<file path="config.mk">
export PLATFORM = sky130hd
export DESIGN_NAME = pipe_skid_reg_flat
export DESIGN_NICKNAME = d
export VERILOG_FILES = /design/src/rtl/pipe_skid_reg_if.sv /design/src/rtl/pipe_skid_reg.sv /design/src/flat_wrapper.sv
export SDC_FILE = /design/constraint.sdc
export NUM_CORES = 1
export LEC_CHECK = 0
export ABC_AREA = 1
export CAP_MARGIN = 0
export CELL_PAD_IN_SITES_DETAIL_PLACEMENT = 0
export CELL_PAD_IN_SITES_GLOBAL_PLACEMENT = 2
export CORE_ASPECT_RATIO = 1.25
export CORE_MARGIN = 4
export CORE_UTILIZATION = 32
export DETAILED_ROUTE_END_ITERATION = 10
export MAX_ROUTING_LAYER = met4
export PLACE_DENSITY = 0.84
export SLEW_MARGIN = 15
export SYNTH_ARGS = -nofsm -noshare
export SYNTH_HDL_FRONTEND = slang
export SYNTH_SLANG_ARGS = --single-unit
</file>
<file path="constraint.sdc">
create_clock -name clk -period 11.55 [get_ports clk]
set_input_delay 1.155 -clock clk [delete_from_list [all_inputs] [get_ports clk]]
set_output_delay 1.155 -clock clk [all_outputs]
set_load 0.02 [all_outputs]
</file>
<file path="src/rtl/pipe_skid_reg_if.sv">
// Handshake bundle for pipe_skid_reg: upstream valid/ready/data in, downstream valid/ready/data out.
// The slave view is the register itself; the master view drives it (neighbouring stages or a bench).
interface pipe_skid_reg_if #(
  parameter int unsigned DATA_W = 64
);
  logic              in_valid;
  logic [DATA_W-1:0] in_data;
  logic              in_ready;
  logic              out_valid;
  logic [DATA_W-1:0] out_data;
  logic              out_ready;

  modport slave (
    input  in_valid, in_data, out_ready,
    output in_ready, out_valid, out_data
  );

  modport master (
    output in_valid, in_data, out_ready,
    input  in_ready, out_valid, out_data
  );
endinterface

</file>
<file path="src/rtl/pipe_skid_reg.sv">
// Inter-stage pipeline register with valid/ready handshake and a 2-entry skid buffer.
// in_ready depends only on local state, freeze and flush, never on out_ready or in_valid.
module pipe_skid_reg #(
  parameter int unsigned       DATA_W  = 64,
  parameter logic [DATA_W-1:0] RST_VAL = '0
) (
  input  logic                  clk,
  input  logic                  rst,
  input  logic                  flush,
  input  logic                  freeze,
  pipe_skid_reg_if.slave        bus,
  output logic [1:0]            occupancy
);

  typedef enum logic [1:0] {
    EMPTY = 2'd0,
    ONE   = 2'd1,
    FULL  = 2'd2
  } state_e;

  state_e            state_q, state_d;
  logic [DATA_W-1:0] main_q, main_d;
  logic [DATA_W-1:0] skid_q, skid_d;

  logic main_v;
  logic skid_v;
  logic push;
  logic pop;

  assign main_v = (state_q != EMPTY);
  assign skid_v = (state_q == FULL);

  assign bus.in_ready  = ~skid_v & ~freeze & ~flush;
  assign bus.out_valid = main_v & ~freeze & ~flush;
  assign bus.out_data  = main_q;
  assign occupancy     = state_q;

  assign push = bus.in_valid & bus.in_ready;
  assign pop  = bus.out_valid & bus.out_ready;

  always_ff @(posedge clk or posedge rst) begin
    if (rst) begin
      state_q <= EMPTY;
      main_q  <= RST_VAL;
      skid_q  <= RST_VAL;
    end else begin
      state_q <= state_d;
      main_q  <= main_d;
      skid_q  <= skid_d;
    end
  end

  // Freeze needs no branch: it already forces push and pop low.
  always_comb begin
    state_d = state_q;
    main_d  = main_q;
    skid_d  = skid_q;
    if (flush) begin
      state_d = EMPTY;
      main_d  = RST_VAL;
      skid_d  = RST_VAL;
    end else begin
      unique case (state_q)
        EMPTY: begin
          if (push) begin
            state_d = ONE;
            main_d  = bus.in_data;
          end
        end
        ONE: begin
          if (push && !pop) begin
            state_d = FULL;
            skid_d  = bus.in_data;
          end else if (push && pop) begin
            main_d  = bus.in_data;
          end else if (pop) begin
            state_d = EMPTY;
          end
        end
        FULL: begin
          if (pop) begin
            state_d = ONE;
            main_d  = skid_q;
          end
        end
        default: begin
          state_d = EMPTY;
        end
      endcase
    end
  end

endmodule

</file>
<file path="src/flat_wrapper.sv">
// flat-port wrapper written by rule: the top's interface ports become plain ports
module pipe_skid_reg_flat 
#(
  parameter int unsigned       DATA_W  = 64,
  parameter logic [DATA_W-1:0] RST_VAL = '0
)
  (clk, rst, flush, freeze, occupancy, bus_in_valid, bus_in_data, bus_out_ready, bus_in_ready, bus_out_valid, bus_out_data);
  pipe_skid_reg_if #(.DATA_W(DATA_W)) bus_i ();
  input  logic clk;
  input  logic rst;
  input  logic flush;
  input  logic freeze;
  output logic [1:0] occupancy;
  input wire logic [$bits(bus_i.in_valid)-1:0] bus_in_valid;
  input wire logic [$bits(bus_i.in_data)-1:0] bus_in_data;
  input wire logic [$bits(bus_i.out_ready)-1:0] bus_out_ready;
  output wire logic [$bits(bus_i.in_ready)-1:0] bus_in_ready;
  output wire logic [$bits(bus_i.out_valid)-1:0] bus_out_valid;
  output wire logic [$bits(bus_i.out_data)-1:0] bus_out_data;
  assign bus_i.in_valid = bus_in_valid;
  assign bus_i.in_data = bus_in_data;
  assign bus_i.out_ready = bus_out_ready;
  assign bus_in_ready = bus_i.in_ready;
  assign bus_out_valid = bus_i.out_valid;
  assign bus_out_data = bus_i.out_data;
  pipe_skid_reg #(.DATA_W(DATA_W), .RST_VAL(RST_VAL)) u_core (.clk(clk), .rst(rst), .flush(flush), .freeze(freeze), .bus(bus_i), .occupancy(occupancy));
endmodule
</file>
Word level (Yosys, flattened, before mapping). Cells that the tools add are included. Widths: inputs -> output; s select.

Add/subtract/negate cells: 0. $mul: 0. Div/mod/pow operators: 0. $lt $le $gt $ge: 0. Equal/unequal tests: 8. Shift operators: 0. Mux-type cells: 16. Bitwise gates (word level): 9. Reductions and logical operators: 11.

Operator list (count): $mux 64 (8); $pmux 64 s3 (1); $mux 2 (6); $and 1x1->1 (6); $ne 3x2->1 const B (2); $ne 3x3->1 const B (2); $pmux 2 s3 (1); $reduce_bool 2->1 (3); $reduce_and 5->1 (1); $ne 4x2->1 const B (1); $ne 4x3->1 const B (1); $reduce_and 4->1 (1); $reduce_bool 4->1 (1); $not 1->1 (3); $eq 2x1->1 const B (1); $eq 2x2->1 const B (1); $logic_and 1x1->1 (2); $logic_not 2->1 (1); $reduce_and 2->1 (1); $logic_not 1->1 (1).

Register bits after elaboration: 130. Bits in latches: 0. Bits in writable memories: 0. Memory bits (read-only): 0. Input bits: 70. Output and inout bits: 68. Logic and storage cells: 47. Memories kept: 0.

Depth between registers and ports, before layout. Gate-level depths: netlist of the first run.

Depth in word-level cells: 10. Gate-level depth with buffers: 11.

Worst setup path before layout of the first run. Ideal clock, no wire load.

Path type: input-to-output. Start: in flush. End: out bus_in_ready. Data arrival time: 2.014 ns. Required time: 10.395 ns. Path slack: 8.381 ns. Cell stages on the path: 5. Cells stage by stage: inv_2 > clkbuf_1 > buf_2 > nand2_1 > nor2_1.

Cells in the longest elaborated chain, start to end: 2.

RTL lines: start: declaration (line flat_wrapper.sv:11) `input logic flush;`; $not 1->1 (line pipe_skid_reg.sv:33) `assign bus.in_ready = ~skid_v & ~freeze & ~flush;`; $and 1x1->1 (line pipe_skid_reg.sv:33); end: declaration (line flat_wrapper.sv:17) `output wire logic [$bits(bus_i.in_ready)-1:0] bus_in_ready;`.

Every way passes these cells.

Worst setup path after layout of the first run. Ends and elaborated chain as after synthesis.

==> impl_metrics.yaml, run 1 <==
outcome:
  status: "finished clean"
floorplanning:
  dieArea_sq_mm: 0.0233
  num_rows: 58
  die_height_microns: 170
  coreArea_sq_mm: 0.0203
  top_level_ports: 138
  die_x_microns: 137
  initial_core_util_pct: 32.9
power_and_ir_drop:
  p_per_area_mw_per_mm2: 211
  p_clk_share_pct: 28.3
  p_int_mw: 1.16
  pwr-share-comb_pct: 37.9
  p_sw_mw: 0.663
  power.total_mw: 1.82
  seqPwrFrac_pct: 33.8
  ir_drop_uv: 94.6
  cellLeakagePower_nw: 4.15
  swShare_pct: 36.4
timing:
  hold_viol: 0
  fin_crit_ps: 5300
  post-route-period-util_pct: 45.9
  skew_ps: 9.65
  finalSetupTns_ps: 0
  drv_slew: 0
  setup_viol_count_final: 0
  relSlewSlack_pct: 29.8
  holdWs_ps: 514
  rsz0062_at_grt: "false"
  fmax_mhz: 189
  worst_slew_pin_slew_ps: 1050
global_routing:
  gr-total-overflow: 0
  grt_pass1_vias: 5256
  grt_max_degree: 112
  antenna_found_initial: 0
  grt_usage_pct: 15.7
  grt_pass1_wl_mm: 28.1
yosys:
  synthMuxAreaShare_pct: 0
  ys_top_cells_by_area: "dfrtp_1 49%, nand2_1 7.8%, inv_1 7.7%"
  synth_fa_ha_area_share_pct: 0.561
  yosysTopAreaCellShare_pct: 48.6
  synth_top_area_cell: "dfrtp_1"
  synth_top_family_by_area: "compound AO/OA/AOI/OAI gates"
  synth-seq-area-share_pct: 48.6
  yosysMostFrequentCell: "nand2_1"
  synth_compound_area_share_pct: 22.2
  ys_ff_latch: 130
  yosysWarningCount: 0
  ys.flop_type: "dfrtp_1"
  yosys.area_share.simple_pct: 15.5
  synth_fp_nets: 881
  syn_area_sq_mm: 0.00669
  ys_types: 26
  async_flop_share_pct: 100
  synth_edf_count: 0
  syn_inst: 808
  synth_top_cells_by_count: "139 x nand2_1, 137 x inv_1, 130 x dfrtp_1"
  avgSynthCellArea_sq_um: 8.28
  synthXorXnorAreaFrac_pct: 0
worst_setup_path:
  crit_path_start_kind: "primary input"
  cp_common_cell: "clkdlybuf4s50_1"
  critPathMaxStageDelay_ps: 890
  path_class: "primary input to output port"
  worstPathRequired_ps: 10400
  reg2reg_depth: 9
  cp_max_fo: 74
  endpoint_kind: "output port"
  r2r_slack_ps: 7230
  critPathSlowestCell: "clkdlybuf4s50_1"
  reg2reg_from: "u_core.occupancy[0]$_DFFE_PP0P_"
  arrival_ps: 4150
  worstSetupEndpoint: "bus_in_ready"
  crit_chain: "clkdlybuf4s50_1 > clkinv_2 > buf_4 > nand2_1 > nor2_1 > clkdlybuf4s50_1"
  crit_start: "flush"
  r2r_end: "u_core.bus.out_data[11]$_DFFE_PP0P_"
cells_and_area:
  nets: 979
  drive_above_1_share_pct: 6.86
  num_antenna_cells: 0
  areaGrowthSynthToFinish_pct: 29.1
clock_network:
  clkLatencyLatePin_ps: 420
  cts_buffers: 17
  clockRootBuffer: "clkbuf_16"
  htree_levels: 4
  cts_tree: "built"
  clk_path_buf_depth: 2
  clk_transition_reported_paths_ps: 60
  post_cts_buffers: 0
  cts.sinks: 130
  holdBufCountCts: 0
  cts_resized: 0
place:
  portBuffers: 137
  hpwlAfterDp_mm: 9.79
  place_congestion: 0.716
route:
  viasPerCell: 4.54
  vias: 5393
  drt_iter0_drc: 290
  wl_per_cell_microns: 14.3
  final_antenna_net_count: 0
  first_pass_iters: 5
  drcViolationCount: 0
  wl_mm: 16.9
worst_hold_path:
  hp-class: "flip-flop to flip-flop"
flow_run:
  drv_cap: 0
[layout by cell type (no fill, tap or decap), drive strengths merged]
| cell type | count |
|---|---|
| buf | 3 |
| clkdlybuf4s50 | 137 |
| dfrtp | 130 |
| a211oi | 10 |
| nand3 | 70 |
| nor2 | 17 |
| nand2 | 140 |
| bufinv | 1 |
| clkbuf | 22 |
| clkinv | 8 |
| o21ai | 118 |
| clkinvlp | 2 |
| and2 | 1 |
| ha | 3 |
| o21bai | 64 |
| inv | 137 |
| nand3b | 2 |
| a21oi | 54 |
[through the flow]
stage                     instances  utilization [%]  cell area, sq um  setup WS, ps
after detailed placement       1157             39.8              8080          5990
final                          1189             42.5              8640          6250
after floorplan                 808                -              6690          6930
after global placement         1157             39.8              8080          6080
after global routing           1189             42.5              8640          6020
after CTS                      1189             42.5              8640          6220
[layout make-up]
class	instances	area, sq um
Fill cell	2065	11700
Sequential cell	130	3250
Multi-Input combinational cell	479	2570
Timing Repair Buffer	140	1390
Inverter	138	524
Clock buffer	22	474
Tap cell	270	338
Clock inverter	10	83.8
[metal layers]
layer,track usage [%],part of all wire (%),vias to the layer above
met5,-,0,-
met3,3.56,4.5,9
met2,24.5,48,119
li1,-,-,2789
met1,20.5,47,2476
met4,4.17,0.81,0
[cell families after synthesis]
| kind of cell | Yosys count |
|---|---|
| AO/OA/AOI/OAI | 246 |
| adder cells (fa/ha/maj) | 3 |
| buffers and inverters | 199 |
| flip-flops | 130 |
| AND/OR/NAND/NOR | 230 |
[state kept, by name, summed over array words and instances, names as in the netlist]
| name | flops |
|---|---|
| u_core.skid_q | 64 |
| u_core.occupancy | 2 |
| u_core.bus.out_data | 64 |
[how the worst min path moves through the flow]
stage,start,endpoint,slack (ps),depth (start not counted)
finish,u_core.skid_q[57]$_DFFE_PP0P_,u_core.skid_q[57]$_DFFE_PP0P_,510,2
global route,u_core.skid_q[2]$_DFFE_PP0P_,u_core.skid_q[2]$_DFFE_PP0P_,540,2
CTS,u_core.skid_q[60]$_DFFE_PP0P_,u_core.skid_q[60]$_DFFE_PP0P_,520,2
detailed placement,u_core.skid_q[60]$_DFFE_PP0P_,u_core.skid_q[60]$_DFFE_PP0P_,500,2
global placement,u_core.skid_q[56]$_DFFE_PP0P_,u_core.skid_q[56]$_DFFE_PP0P_,490,2
floorplan,u_core.skid_q[54]$_DFFE_PP0P_,u_core.skid_q[54]$_DFFE_PP0P_,480,2
[critical path: cells and delay by family]
kind                   cells  cell delay, ps
buffers and inverters      4            2690
and+or+nand+nor            2             210
[power groups by stage]
stage,combinational [mW],sequential (mW),clock [mW]
finish,0.691,0.615,0.515
global placement,0.703,0.625,0
floorplan,0.356,0.720,0
detailed placement,0.706,0.625,0
global route,0.768,0.629,0.551
CTS,0.710,0.618,0.529
(Power assumes the default switching activity.)
==> inputs of run 2 (changes only) <==
--- a/config.mk
+++ b/config.mk
@@ -11,10 +11,10 @@
 export CELL_PAD_IN_SITES_GLOBAL_PLACEMENT = 2
 export CORE_ASPECT_RATIO = 1.25
 export CORE_MARGIN = 4
-export CORE_UTILIZATION = 32
+export CORE_UTILIZATION = 30
 export DETAILED_ROUTE_END_ITERATION = 10
 export MAX_ROUTING_LAYER = met4
-export PLACE_DENSITY = 0.84
+export PLACE_DENSITY = 0.8
 export SLEW_MARGIN = 15
 export SYNTH_ARGS = -nofsm -noshare
 export SYNTH_HDL_FRONTEND = slang
==> constraint.sdc (replaced) <==
create_clock -name clk -period 5.5 [get_ports clk]
set_input_delay 0.55 -clock clk [delete_from_list [all_inputs] [get_ports clk]]
set_output_delay 0.55 -clock clk [all_outputs]
set_load 0.02 [all_outputs]
==> impl_metrics.yaml, run 2 (synthesized netlist as in run 1, its figures left out) <==
power_and_ir_drop:
  power.total_mw: 3.97
  cellLeakagePower_nw: 4.19
  p_per_area_mw_per_mm2: 454
  ir_drop_uv: 220
cells_and_area:
  regArea_sq_mm: 0.00325
  num_antenna_cells: 0
  drive_above_1_share_pct: 7.27
  nets: 982
  fillCellCount: 2312
  final_cell_mix: "139 x nand2_1, 137 x clkdlybuf4s50_1, 136 x inv_1, 130 x dfrtp_1, 102 x o21ai_0"
  areaGrowthSynthToFinish_pct: 30.8
  multi_input_area_sq_mm: 0.00257
  final_common_cell: "nand2_1"
clock_network:
  cts_resized: 0
  cts_tree: "built"
  clk_path_buf_depth: 2
  clk_transition_reported_paths_ps: 50
  cts.sinks: 130
  cts_buffers: 17
  post_cts_buffers: 0
  clkLatencyLatePin_ps: 420
  htree_levels: 4
  holdBufCountCts: 0
  clockRootBuffer: "clkbuf_16"
timing:
  skew_ps: 8.87
  post-route-period-util_pct: 59.4
  fin_crit_ps: 3270
  relSlewSlack_pct: 31.7
  finalSetupTns_ps: 0
  fmax_mhz: 306
  drv_slew: 0
  hold_viol: 0
  rsz0062_at_grt: "false"
  setup_ws_ps: 2230
  worst_slew_pin_slew_ps: 1020
  setup_viol_count_final: 0
worst_setup_path:
  r2r_slack_ps: 2300
  crit_path_start_kind: "primary input"
  path_class: "primary input to output port"
  r2r_end: "u_core.skid_q[18]$_DFFE_PP0P_"
  endpoint_kind: "output port"
  worstPathRequired_ps: 4950
  cp_max_fo: 56
  arrival_ps: 2720
  reg2reg_from: "u_core.occupancy[0]$_DFFE_PP0P_"
  reg2reg_depth: 9
route:
  wl_met3_microns: 678
  routed.top_layer: "met4"
  viasPerCell: 4.54
  wl_per_cell_microns: 14.3
  final_antenna_net_count: 0
  drt_iter0_drc: 351
  wl_met1_mm: 7.91
  wl_met2_mm: 8.39
  wl_mm: 17.2
  first_pass_iters: 4
  drcViolationCount: 0
  vias: 5450
worst_hold_path:
  whs_path_depth: 2
  hold_start: "u_core.skid_q[6]$_DFFE_PP0P_"
  hp-class: "flip-flop to flip-flop"
  holdPathEnd: "u_core.skid_q[6]$_DFFE_PP0P_"
floorplanning:
  initial_core_util_pct: 30.7
  dieArea_sq_mm: 0.0248
  die_x_microns: 142
  top_level_ports: 138
  num_rows: 60
  coreArea_sq_mm: 0.0218
  die_height_microns: 175
place:
  hpwlAfterDp_mm: 10.2
  portBuffers: 137
  dp_worst_setup_slack_ps: 1980
  place_congestion: 0.700
global_routing:
  grt_usage_pct: 14.9
  grt_pass1_vias: 5496
  gr-total-overflow: 0
  grt_pass1_wl_mm: 29.0
  grt_max_degree: 111
  antenna_found_initial: 0
flow_run:
  drv_cap: 0
outcome:
  status: "finished clean"
[run 2: changes by cell type in the layout (fill, tap and decap cells not counted), sizes merged]
cell,previous run,this run
clkinvlp,2,3
clkinv,8,4
bufinv,1,4
clkbuf,22,20
buf,3,6
inv,137,139
[run 2: metrics by stage]
stage                     utilization (%)  cell area (sq um)  cells  hold slack (ps)
after floorplan                         -               6690    808              479
after global placement               37.3               8110   1169              491
after global routing                 40.2               8750   1201              532
final                                40.2               8750   1201              515
after detailed placement             37.3               8110   1169              504
after CTS                            40.2               8750   1201              519
[run 2: area by class of cell]
class | count | area share [%]
well taps | 279 | 3.99
multi-input cells | 479 | 29.4
clock buffers | 20 | 5.22
repair buffers | 143 | 16.2
clock inverters | 12 | 2.04
inverters | 138 | 5.99
flip-flops and latches | 130 | 37.2
[run 2: power by group]
part	total, mW	switching, mW	internal, mW
sequential	1.29	0.113	1.18
combinational	1.45	0.854	0.601
clock	1.22	0.438	0.785
[run 2: worst max-delay path: stages]
cell and delay [ps]:
clkdlybuf4s50_1 730, clkinv_2 140, buf_4 460, nand2_1 90, nor2_1 110, clkdlybuf4s50_1 620
[run 2: layer usage]
layer | GRT usage [%] | up-vias
met3 | 3.45 | 17
met2 | 23.8 | 102
met4 | 4.08 | 0
met1 | 19.0 | 2544
met5 | - | -
li1 | - | 2787
[run 2: worst max path at each step]
stage | start | end
final | flush | bus_in_ready
after CTS | flush | bus_in_ready
after detailed placement | flush | u_core.bus.out_data[39]$_DFFE_PP0P_
after global routing | u_core.occupancy[0]$_DFFE_PP0P_ | u_core.skid_q[52]$_DFFE_PP0P_
after floorplan | rst | u_core.bus.out_data[0]$_DFFE_PP0P_
after global placement | flush | u_core.bus.out_data[20]$_DFFE_PP0P_
==> inputs of run 3 (changes only) <==
--- a/config.mk
+++ b/config.mk
@@ -11,10 +11,10 @@
 export CELL_PAD_IN_SITES_GLOBAL_PLACEMENT = 2
 export CORE_ASPECT_RATIO = 1.25
 export CORE_MARGIN = 4
-export CORE_UTILIZATION = 30
+export CORE_UTILIZATION = 27
 export DETAILED_ROUTE_END_ITERATION = 10
 export MAX_ROUTING_LAYER = met4
-export PLACE_DENSITY = 0.8
+export PLACE_DENSITY = 0.76
 export SLEW_MARGIN = 15
 export SYNTH_ARGS = -nofsm -noshare
 export SYNTH_HDL_FRONTEND = slang
==> constraint.sdc (replaced) <==
create_clock -name clk -period 2.75 [get_ports clk]
set_input_delay 0.275 -clock clk [delete_from_list [all_inputs] [get_ports clk]]
set_output_delay 0.275 -clock clk [all_outputs]
set_load 0.02 [all_outputs]
==> impl_metrics.yaml, run 3 (synthesized netlist as in run 1, its figures left out) <==
floorplanning:
  num_rows: 64
  initial_core_util_pct: 27.4
  dieArea_sq_mm: 0.0274
  coreArea_sq_mm: 0.0244
  top_level_ports: 138
  die_x_microns: 149
  die_height_microns: 184
global_routing:
  grt_pass1_wl_mm: 29.6
  grt_usage_pct: 14.0
  antenna_found_initial: 0
  grt_pass1_vias: 5369
  grt_max_degree: 131
  gr-total-overflow: 0
cells_and_area:
  post-route-util_pct: 36.6
  final_cell_mix: "139 x nand2_1, 137 x clkdlybuf4s50_1, 136 x inv_1, 130 x dfrtp_1, 102 x o21ai_0"
  fin_area_sq_mm: 0.00894
  final_common_cell: "nand2_1"
  regArea_sq_mm: 0.00325
  instances_no_fill: 1264
  fillCellCount: 2548
  multi_input_area_sq_mm: 0.00258
  areaGrowthSynthToFinish_pct: 33.7
  drive_above_1_share_pct: 8.35
  nets: 994
  num_antenna_cells: 0
timing:
  post-route-period-util_pct: 89.3
  worst_slew_pin_slew_ps: 747
  finalSetupTns_ps: 0
  hold_viol: 0
  rsz0062_at_grt: "false"
  relSlewSlack_pct: 50.1
  skew_ps: 9.25
  setup_ws_ps: 294
  drv_slew: 0
  fin_crit_ps: 2460
  holdWs_ps: 401
  fmax_mhz: 407
  setup_viol_count_final: 0
worst_setup_path:
  crit_path_start_kind: "primary input"
  endpoint_kind: "output port"
  arrival_ps: 2180
  worstPathRequired_ps: 2480
  r2r_end: "u_core.bus.out_data[40]$_DFFE_PP0P_"
  reg2reg_from: "u_core.occupancy[0]$_DFFE_PP0P_"
  r2r_slack_ps: 320
  reg2reg_depth: 9
  cp_max_fo: 122
  crit_start: "flush"
  path_class: "primary input to output port"
  worstSetupEndpoint: "bus_in_ready"
place:
  place_congestion: 0.734
  placed_cells: 1231
  hpwlAfterDp_mm: 11.1
  portBuffers: 137
  dpl-instance-area_sq_mm: 0.00831
  dp_worst_setup_slack_ps: -61.1
route:
  final_antenna_net_count: 0
  vias: 5497
  drcViolationCount: 0
  first_pass_iters: 4
  wl_mm: 18.6
  drt_iter0_drc: 307
  wl_per_cell_microns: 14.7
  viasPerCell: 4.35
worst_hold_path:
  hp-class: "primary input to asynchronous set/reset pin"
clock_network:
  cts_resized: 0
  clk_path_buf_depth: 2
  post_cts_buffers: 0
  holdBufCountCts: 0
  clk_transition_reported_paths_ps: 60
  htree_levels: 4
  cts_buffers: 17
  cts_tree: "built"
  cts.sinks: 130
  clkLatencyLatePin_ps: 410
  clockRootBuffer: "clkbuf_16"
power_and_ir_drop:
  power.total_mw: 8.09
  ir_drop_uv: 407
  p_per_area_mw_per_mm2: 905
  cellLeakagePower_nw: 4.25
flow_run:
  drv_cap: 0
outcome:
  status: "finished clean"
-- run 3: changes by cell type in the layout (fill, tap and decap cells not counted), moves of 2 or more --
| cell | change |
|---|---|
| buf_4 | +7 |
| buf_12 | +4 |
| clkinvlp_4 | +2 |
| inv_6 | -2 |
-- run 3: how the worst min path moves through the flow --
stage / cells past startpoint / to / slack (ps)
after global routing: 3 / u_core.skid_q[62]$_DFFE_PP0P_ / 440
after detailed placement: 2 / u_core.skid_q[57]$_DFFE_PP0P_ / 500
after floorplan: 2 / u_core.skid_q[16]$_DFFE_PP0P_ / 430
after global placement: 2 / u_core.skid_q[55]$_DFFE_PP0P_ / 490
final: 3 / u_core.bus.out_data[14]$_DFFE_PP0P_ / 400
after CTS: 3 / u_core.skid_q[56]$_DFFE_PP0P_ / 430
-- run 3: metal layers --
metal,share of wire (%),vias to the layer above,global-route usage [%]
li1,-,2823,-
met1,47,2563,18.3
met2,48,99,22.8
met3,3.6,12,2.52
met4,0.99,0,3.55
met5,0,-,-
-- run 3: final cells by class --
| class | count | area share, % |
|---|---|---|
| Tap cell | 330 | 4.62 |
| Multi-Input combinational cell | 480 | 28.8 |
| Sequential cell | 130 | 36.4 |
| Inverter | 138 | 5.85 |
| Timing Repair Buffer | 154 | 17.3 |
| Clock inverter | 12 | 2.03 |
| Clock buffer | 20 | 4.99 |
-- run 3: report_power, final --
group	internal (mW)	total, mW	switching [mW]
Sequential	2.36	2.59	0.230
Combinational	1.28	3.07	1.78
Clock	1.55	2.43	0.887
-- run 3: critical path: stages --
cell and delay (ps):
clkdlybuf4s50_1 540, clkinv_2 120, buf_12 410, nand2_1 90, nor2_1 100, clkdlybuf4s50_1 620
